<file path="config.mk">
export PLATFORM = sky130hd
export DESIGN_NAME = spi_sample_rx
export DESIGN_NICKNAME = d
export VERILOG_FILES = /design/src/rtl/spi_sample_rx.sv
export SDC_FILE = /design/constraint.sdc
export NUM_CORES = 1
export LEC_CHECK = 0
export BUFFER_PORTS_ARGS = -buffer_cell sky130_fd_sc_hd__clkbuf_2
export CORE_ASPECT_RATIO = 1.5
export CORE_MARGIN = 3
export CORE_UTILIZATION = 53
export CTS_CLUSTER_SIZE = 20
export DETAILED_ROUTE_END_ITERATION = 12
export HOLD_SLACK_MARGIN = 0.12
export PLACE_DENSITY = 0.75
export SYNTH_ARGS = -nofsm -noshare
export SYNTH_HDL_FRONTEND = slang
export SYNTH_SLANG_ARGS = --single-unit
</file>
<file path="constraint.sdc">
create_clock -name clk -period 2.3 [get_ports clk]
set_clock_uncertainty 0.15 [all_clocks]
set_input_delay 0 -clock clk [delete_from_list [all_inputs] [get_ports clk]]
set_output_delay 0 -clock clk [all_outputs]
set_load 0.01 [all_outputs]
</file>
<file path="src/rtl/spi_sample_rx.sv">
// SPI-slave (mode 0) sample receiver: bytes go into a small FIFO, one word is released per rate tick.
// Define SPI_STATUS_READBACK_EN to shift a status byte out on MISO and clear sticky flags from the host.
module spi_sample_rx #(
  parameter int         FIFO_DEPTH = 4,
  parameter int         RATE_DIV   = 8,
  parameter logic [7:0] RESET_CODE = 8'h80
) (
  input  logic       clk,
  input  logic       rst_b,
  input  logic       spi_sck,
  input  logic       spi_cs_n,
  input  logic       spi_mosi,
  output logic       spi_miso,
  output logic       spi_miso_oe,
  output logic [7:0] d_out,
  output logic       d_upd,
  output logic [3:0] fifo_level,
  output logic       ovf,
  output logic       unf
);

  localparam int AW = $clog2(FIFO_DEPTH);
  localparam int PW = AW + 1;
  localparam int CW = (RATE_DIV > 1) ? $clog2(RATE_DIV) : 1;

  logic [1:0]    sck_sync;
  logic [1:0]    cs_sync;
  logic [1:0]    mosi_sync;
  logic          sck_d;
  logic          sck_s;
  logic          cs_s;
  logic          mosi_s;
  logic          sck_rise;

  logic [2:0]    bit_cnt;
  logic [6:0]    rx_sr;
  logic          byte_done;
  logic [7:0]    push_data;

  logic [7:0]    mem [FIFO_DEPTH];
  logic [PW-1:0] wr_ptr;
  logic [PW-1:0] rd_ptr;
  logic [PW-1:0] fifo_cnt;
  logic          empty;
  logic          full;
  logic          push_ok;
  logic          pop;

  logic [CW-1:0] rate_cnt;
  logic          tick;
  logic          primed;
  logic          ovf_set;
  logic          unf_set;
  logic          flag_clr;

  // cs_n synchronizer idles high so reset release never looks like a select
  always_ff @(posedge clk or negedge rst_b) begin
    if (!rst_b) begin
      sck_sync  <= 2'b00;
      cs_sync   <= 2'b11;
      mosi_sync <= 2'b00;
      sck_d     <= 1'b0;
    end else begin
      sck_sync  <= {sck_sync[0], spi_sck};
      cs_sync   <= {cs_sync[0], spi_cs_n};
      mosi_sync <= {mosi_sync[0], spi_mosi};
      sck_d     <= sck_s;
    end
  end

  assign sck_s    = sck_sync[1];
  assign cs_s     = cs_sync[1];
  assign mosi_s   = mosi_sync[1];
  assign sck_rise = sck_s & ~sck_d;

  assign byte_done = sck_rise & ~cs_s & (bit_cnt == 3'd7);
  assign push_data = {rx_sr, mosi_s};

  always_ff @(posedge clk or negedge rst_b) begin
    if (!rst_b) begin
      bit_cnt <= 3'd0;
      rx_sr   <= 7'd0;
    end else if (cs_s) begin
      bit_cnt <= 3'd0;
    end else if (sck_rise) begin
      rx_sr   <= {rx_sr[5:0], mosi_s};
      bit_cnt <= bit_cnt + 3'd1;
    end
  end

  assign fifo_cnt   = wr_ptr - rd_ptr;
  assign fifo_level = 4'(fifo_cnt);
  assign empty      = (wr_ptr == rd_ptr);
  assign full       = (wr_ptr[AW-1:0] == rd_ptr[AW-1:0]) && (wr_ptr[AW] != rd_ptr[AW]);

  assign tick    = (rate_cnt == CW'(RATE_DIV - 1));
  assign pop     = tick & ~empty;
  // a pop in the same cycle frees the slot, so a push at full is still accepted
  assign push_ok = byte_done & (~full | pop);
  assign ovf_set = byte_done & full & ~pop;
  assign unf_set = tick & empty & primed;

  always_ff @(posedge clk) begin
    if (push_ok) begin
      mem[wr_ptr[AW-1:0]] <= push_data;
    end
  end

  always_ff @(posedge clk or negedge rst_b) begin
    if (!rst_b) begin
      wr_ptr   <= '0;
      rd_ptr   <= '0;
      rate_cnt <= '0;
      primed   <= 1'b0;
      d_out    <= RESET_CODE;
      d_upd    <= 1'b0;
      ovf      <= 1'b0;
      unf      <= 1'b0;
    end else begin
      rate_cnt <= tick ? '0 : rate_cnt + 1'b1;
      d_upd    <= pop;
      if (push_ok) begin
        wr_ptr <= wr_ptr + 1'b1;
        primed <= 1'b1;
      end
      if (pop) begin
        rd_ptr <= rd_ptr + 1'b1;
        d_out  <= mem[rd_ptr[AW-1:0]];
      end
      ovf <= ovf_set | (ovf & ~flag_clr);
      unf <= unf_set | (unf & ~flag_clr);
    end
  end

`ifdef SPI_STATUS_READBACK_EN
  logic       cs_d;
  logic       cs_fall;
  logic       cs_rise;
  logic       sck_fall;
  logic [7:0] tx_sr;
  logic [2:0] tx_cnt;
  logic       byte_seen;
  logic [7:0] status;

  assign cs_fall  = ~cs_s & cs_d;
  assign cs_rise  = cs_s & ~cs_d;
  assign sck_fall = ~sck_s & sck_d & ~cs_s;
  assign status   = {ovf, unf, primed, 1'b0, fifo_level};
  // flags only clear when the host clocked a whole byte, i.e. it really saw the status
  assign flag_clr = cs_rise & byte_seen;

  always_ff @(posedge clk or negedge rst_b) begin
    if (!rst_b) begin
      cs_d      <= 1'b1;
      tx_sr     <= 8'd0;
      tx_cnt    <= 3'd0;
      byte_seen <= 1'b0;
    end else begin
      cs_d <= cs_s;
      if (cs_fall) begin
        tx_sr     <= status;
        tx_cnt    <= 3'd0;
        byte_seen <= 1'b0;
      end else begin
        if (sck_fall) begin
          tx_sr  <= (tx_cnt == 3'd7) ? status : {tx_sr[6:0], 1'b0};
          tx_cnt <= tx_cnt + 3'd1;
        end
        if (byte_done) begin
          byte_seen <= 1'b1;
        end
      end
    end
  end

  assign spi_miso    = tx_sr[7];
  assign spi_miso_oe = ~cs_s;
`else
  assign flag_clr    = 1'b0;
  assign spi_miso    = 1'b0;
  assign spi_miso_oe = 1'b0;
`endif

endmodule

</file>
After elaboration in Yosys (flattened, before gate mapping) --
Memory sizes are Yosys's and may differ from the RTL's. A register that Yosys moved wholly into a read port is not among the register bits. Cells that the tools add are included.
Word-level totals: memory bits (writable) 32, register bits after elaboration 30, memories kept 1
Operators by class: mux-type cells 5, bitwise gates (word level) 17, reductions and logical operators 4, eq/ne operators 5, add/subtract/negate cells 5
Memory list:
- mem | depth 4, bits a word 8, read ports 1, clocked after memory_dff 1, wr ports 1, RTL line 40 | logic [7:0] mem [FIFO_DEPTH];
Operator list (count):
- adder 3 x 1 -> 3 bit, second input constant | 4
- AND 1 bit | 9
- two-way mux 3 bit | 3
- equality test 3 bit, second input constant | 2
- NOT 1 bit | 5
- equality test 3 bit | 1
- OR 1 bit | 3
- subtractor 3 bit | 1
- equality test 2 bit | 1
- two-way mux 1 bit | 2
- AND reduction 2 bit | 1
- nonzero test 2 bit | 1
- logical AND 1 bit | 1
- zero test 1 bit | 1
- inequality test 1 bit | 1

Depth between registers and ports, before layout --
depth after elaboration 7, gate-level depth with buffers 7, mapped depth without buffers 5

Worst setup path before layout --
No wires, ideal clock.
path type reg2reg, start point register rd_ptr[1], end point memory mem[2][0] (enable), cell stages (with the launch flop) 7, library setup time 0.332 ns, arrival time 1.703 ns, required time 1.818 ns, path slack 0.115 ns, path through dfrtp_1 > clkbuf_1 > inv_1 > ha_1 > nand2_1 > o31a_1 > and2_1
Between the ends: longest elaborated chain between the ends 7
Ends and longest elaborated chain:
- from (decl) | RTL line 42 | logic [PW-1:0] rd_ptr;
- from (signal assigned) | RTL line 127 | rd_ptr <= rd_ptr + 1'b1;
- equality test 3 bit or equality test 2 bit (tied branches) | RTL line 93, 94
- NOT 1 bit or logical AND 1 bit (tied branches) | RTL line 97, 94
- AND 1 bit or NOT 1 bit (tied branches) | RTL line 97, 99
- OR 1 bit (*) | RTL line 99 | assign push_ok = byte_done & (~full | pop);
- AND 1 bit (*) | RTL line 99
- two-way mux 1 bit (*) | RTL line 104 | if (push_ok) begin
- two-way mux 1 bit (implied by the code) (*) | RTL line 105 | mem[wr_ptr[AW-1:0]] <= push_data;
- to (decl) | RTL line 40
Every way passes the cells marked *; elsewhere a longest branch is shown, timed or not.

Worst setup path in the final report --
start point register wr_ptr[0], end point memory mem[1][1] (enable)
Between the ends: longest elaborated chain between the ends 7
Ends and longest elaborated chain:
- from (decl) | RTL line 41 | logic [PW-1:0] wr_ptr;
- from (signal assigned) | RTL line 123 | wr_ptr <= wr_ptr + 1'b1;
- equality test 3 bit or equality test 2 bit (tied branches) | RTL line 93, 94
- NOT 1 bit or logical AND 1 bit (tied branches) | RTL line 97, 94
- AND 1 bit or NOT 1 bit (tied branches) | RTL line 97, 99
- OR 1 bit | RTL line 99
- AND 1 bit | RTL line 99
- two-way mux 1 bit | RTL line 104
- two-way mux 1 bit (implied by the code) | RTL line 105
Several ways; a longest one is shown, not always the timed one.

==> flow_metrics.env <==
export IMPL_cpMaxStageDelayCell="and2_1"
export IMPL_routed_wl_mm=3.91
export IMPL_grt_pass1_wl_mm=6.83
export IMPL_io_pins=22
export IMPL_tightest_slew_ns=0.923
export IMPL_maxSlewViolCount=0
export IMPL_clock_sinks=70
export IMPL_hold_buffers=5
export IMPL_layout_commonest_cell="dfrtp_1"
export IMPL_critPathBufInv=1
export IMPL_hold_start="spi_sck"
export IMPL_syn2layout_area_growth_pct=14.2
export IMPL_outcome="complete, no violations"
export IMPL_wl_per_cell_um=15.3
export IMPL_final_cells=255
export IMPL_vdd_drop_max_mv=0.560
export IMPL_design_power_total_mw=2.44
export IMPL_clk_latency_ns=0.34
export IMPL_chipHeight_um=93.9
export IMPL_row_count=31
export IMPL_cts_resized=0
export IMPL_viasPerCell=5.14
export IMPL_syn_avg_cell_area_um2=18.0
export IMPL_reg2reg_to="mem[1][1]$_DFFE_PP_"
export IMPL_ant_nets=0
export IMPL_postSynthCellCount=152
export IMPL_grt_pass1_vias=1456
export IMPL_ys_types=31
export IMPL_grt_max_degree=39
export IMPL_yosys_warnings=0
export IMPL_min_path_type="input pin to register"
export IMPL_startpoint="wr_ptr[0]$_DFFE_PN0P_"
export IMPL_cp_cell_sequence="inv_1, ha_1, nand2_1, o31a_1, and2_1"
export IMPL_crit_reg2reg_launch="wr_ptr[0]$_DFFE_PN0P_"
export IMPL_h_tree_depth=3
export IMPL_layout_common_cells="35 x dfrtp_1, 32 x edfxtp_1, 18 x clkbuf_2"
export IMPL_fin_crit_ns=2.17
export IMPL_clk_pin_slew_ns=0.07
export IMPL_core_area_um2=4890
export IMPL_clk_path_buf_depth=2
export IMPL_final_period_utilization_pct=94.6
export IMPL_hold_path_depth=2
export IMPL_finalSetupViolations=0
export IMPL_gp_congestion=0.730
export IMPL_cts_tree="done"
export IMPL_power_density_nw_per_um2=781
export IMPL_cpLargestDelayFamily="simple AND/OR/NAND/NOR gates"
export IMPL_placed_area_um2=2900
export IMPL_cp_required_ns=2.15
export IMPL_synth_seq_cells=70
export IMPL_slew_headroom_pct=38.5
export IMPL_antenna_diode_count=0
export IMPL_die_x_um=64.6
export IMPL_gr_usage_all_layers_pct=15.7
export IMPL_worstSetupStartpointType="register"
export IMPL_crit_type="register to register"
export IMPL_r2r_slack_ns=0.13
export IMPL_syn_area_um2=2730
export IMPL_holdPathEnd="sck_sync[0]$_DFF_PN0_"
export IMPL_rsz0062_at_grt="false"
export IMPL_dr_first_iter_drc_count=46
export IMPL_die_area_um2=6070
export IMPL_remaining_drc_errors=0
export IMPL_hold_viol=0
export IMPL_fin_ws_ns=0.125
export IMPL_first_pass_iters=4
export IMPL_placement_setup_worst_slack_ns=0.146
export IMPL_reg2reg_depth=5
export IMPL_yosysSeqAreaShare_pct=70.1
export IMPL_setup_tns_ns=0
export IMPL_postCtsSetupBuffers=0
export IMPL_cp_end_kind="register"
export IMPL_initial_core_util_pct=55.9
export IMPL_leakage_nw=1.38
export IMPL_drive_gt1_share_pct=31.2
export IMPL_antenna_found_initial=0
export IMPL_grt_ovfl_total=0
export IMPL_hpwl_mm=2.84
export IMPL_cts_buffers=9
export IMPL_final_area_um2=3120
export IMPL_vias=1310
export IMPL_fin_nets=201
export IMPL_cts_root_buf="clkbuf_8"
export IMPL_critPathArrivalTime_ns=2.02
export IMPL_maxCapViolCount=0
export IMPL_maxClockFrequency_mhz=460
export IMPL_max_stage_delay_ns=0.41
export IMPL_dp_cells=234
export IMPL_worst_path_max_fanout=8
export IMPL_portBuffers=18
-- state kept, by name, summed over array words and instances (netlist names), 3 cells and up --
| name | count |
|---|---|
| bit_cnt | 3 |
| d_out | 8 |
| mem | 32 |
| rate_cnt | 3 |
| rd_ptr | 3 |
| rx_sr | 7 |
| wr_ptr | 3 |
-- cell usage after synthesis (all sizes together) --
library cell,count,area share [%]
dfrtp,35,32
edfxtp,32,35
mux2,17,7.1
ha,11,5.0
mux4,8,6.6
inv,7,0.96
nor2,6,0.92
xnor2,6,1.9
buf,5,1.2
and2,3,0.69
dfstp,3,2.9
clkbuf,2,0.27
mux2i,2,0.73
xor2,2,0.64
a21o,1,0.27
a31o,1,0.32
and4bb,1,0.46
conb,1,0.14
fa,1,0.73
nand2,1,0.14
nand2b,1,0.23
nor3,1,0.18
o211ai,1,0.27
o21ai,1,0.18
o311ai,1,0.32
o31a,1,0.32
or2,1,0.23
-- logic make-up after synthesis --
kind of cell / after synthesis / share of synthesized area [%]
flops: 70 / 70.1
mux: 27 / 14.5
buf+inv: 14 / 2.43
simple gates: 14 / 2.84
other cells: 1 / 0.137
xor+xnor: 8 / 2.56
compound gates: 6 / 1.69
fa+ha+maj: 12 / 5.77
-- worst reg2reg max path, cell delays in order (launching register included) --
cell and delay [ns]:
dfrtp_1 0.39, inv_1 0.11, ha_1 0.32, nand2_1 0.16, o31a_1 0.28, and2_1 0.42
-- layout make-up --
cell class	instances	area, µm²
timing repair buffer	26	163
sequential	70	1920
inverter	7	26.3
tap	66	82.6
fill	358	1770
clock buffer	10	138
multi-input combinational	70	758
clock inverter	6	37.5
-- metrics by stage --
stage / utilization, % / hold slack (ns)
floorplan: - / -0.446
global placement: 59.2 / -0.0591
detailed placement: 59.2 / -0.0596
CTS: 63.9 / 0.136
global route: 63.9 / 0.151
finish: 63.9 / 0.153
-- layer usage --
metal / wire length, µm / track usage (%) / vias to the layer above / share of wire, %
met5: 0 / 0 / - / 0
met4: 91 / 10.6 / 0 / 2.3
met3: 177 / 4.79 / 10 / 4.5
met2: 2140 / 26.6 / 30 / 55
met1: 1500 / 16.4 / 664 / 38
li1: - / - / 606 / -
-- worst max-delay path by stage --
stage / endpoint / slack [ns] / cells after the start
after floorplan: mem[2][0]$_DFFE_PP_ / 0.11 / 6
after global placement: mem[0][3]$_DFFE_PP_ / 0.25 / 5
after detailed placement: mem[1][3]$_DFFE_PP_ / 0.15 / 5
after CTS: mem[1][1]$_DFFE_PP_ / 0.14 / 5
after global routing: mem[1][1]$_DFFE_PP_ / 0.02 / 5
final: mem[1][1]$_DFFE_PP_ / 0.13 / 5
-- report_power, final --
| group | leakage, nW | switching (mW) | internal [mW] | total, mW |
|---|---|---|---|---|
| Combinational | 0.510 | 0.0331 | 0.0501 | 0.0832 |
| Clock | 0.0857 | 0.434 | 0.414 | 0.847 |
| Sequential | 0.782 | 0.0802 | 1.43 | 1.51 |
(Power assumes the default switching activity.)
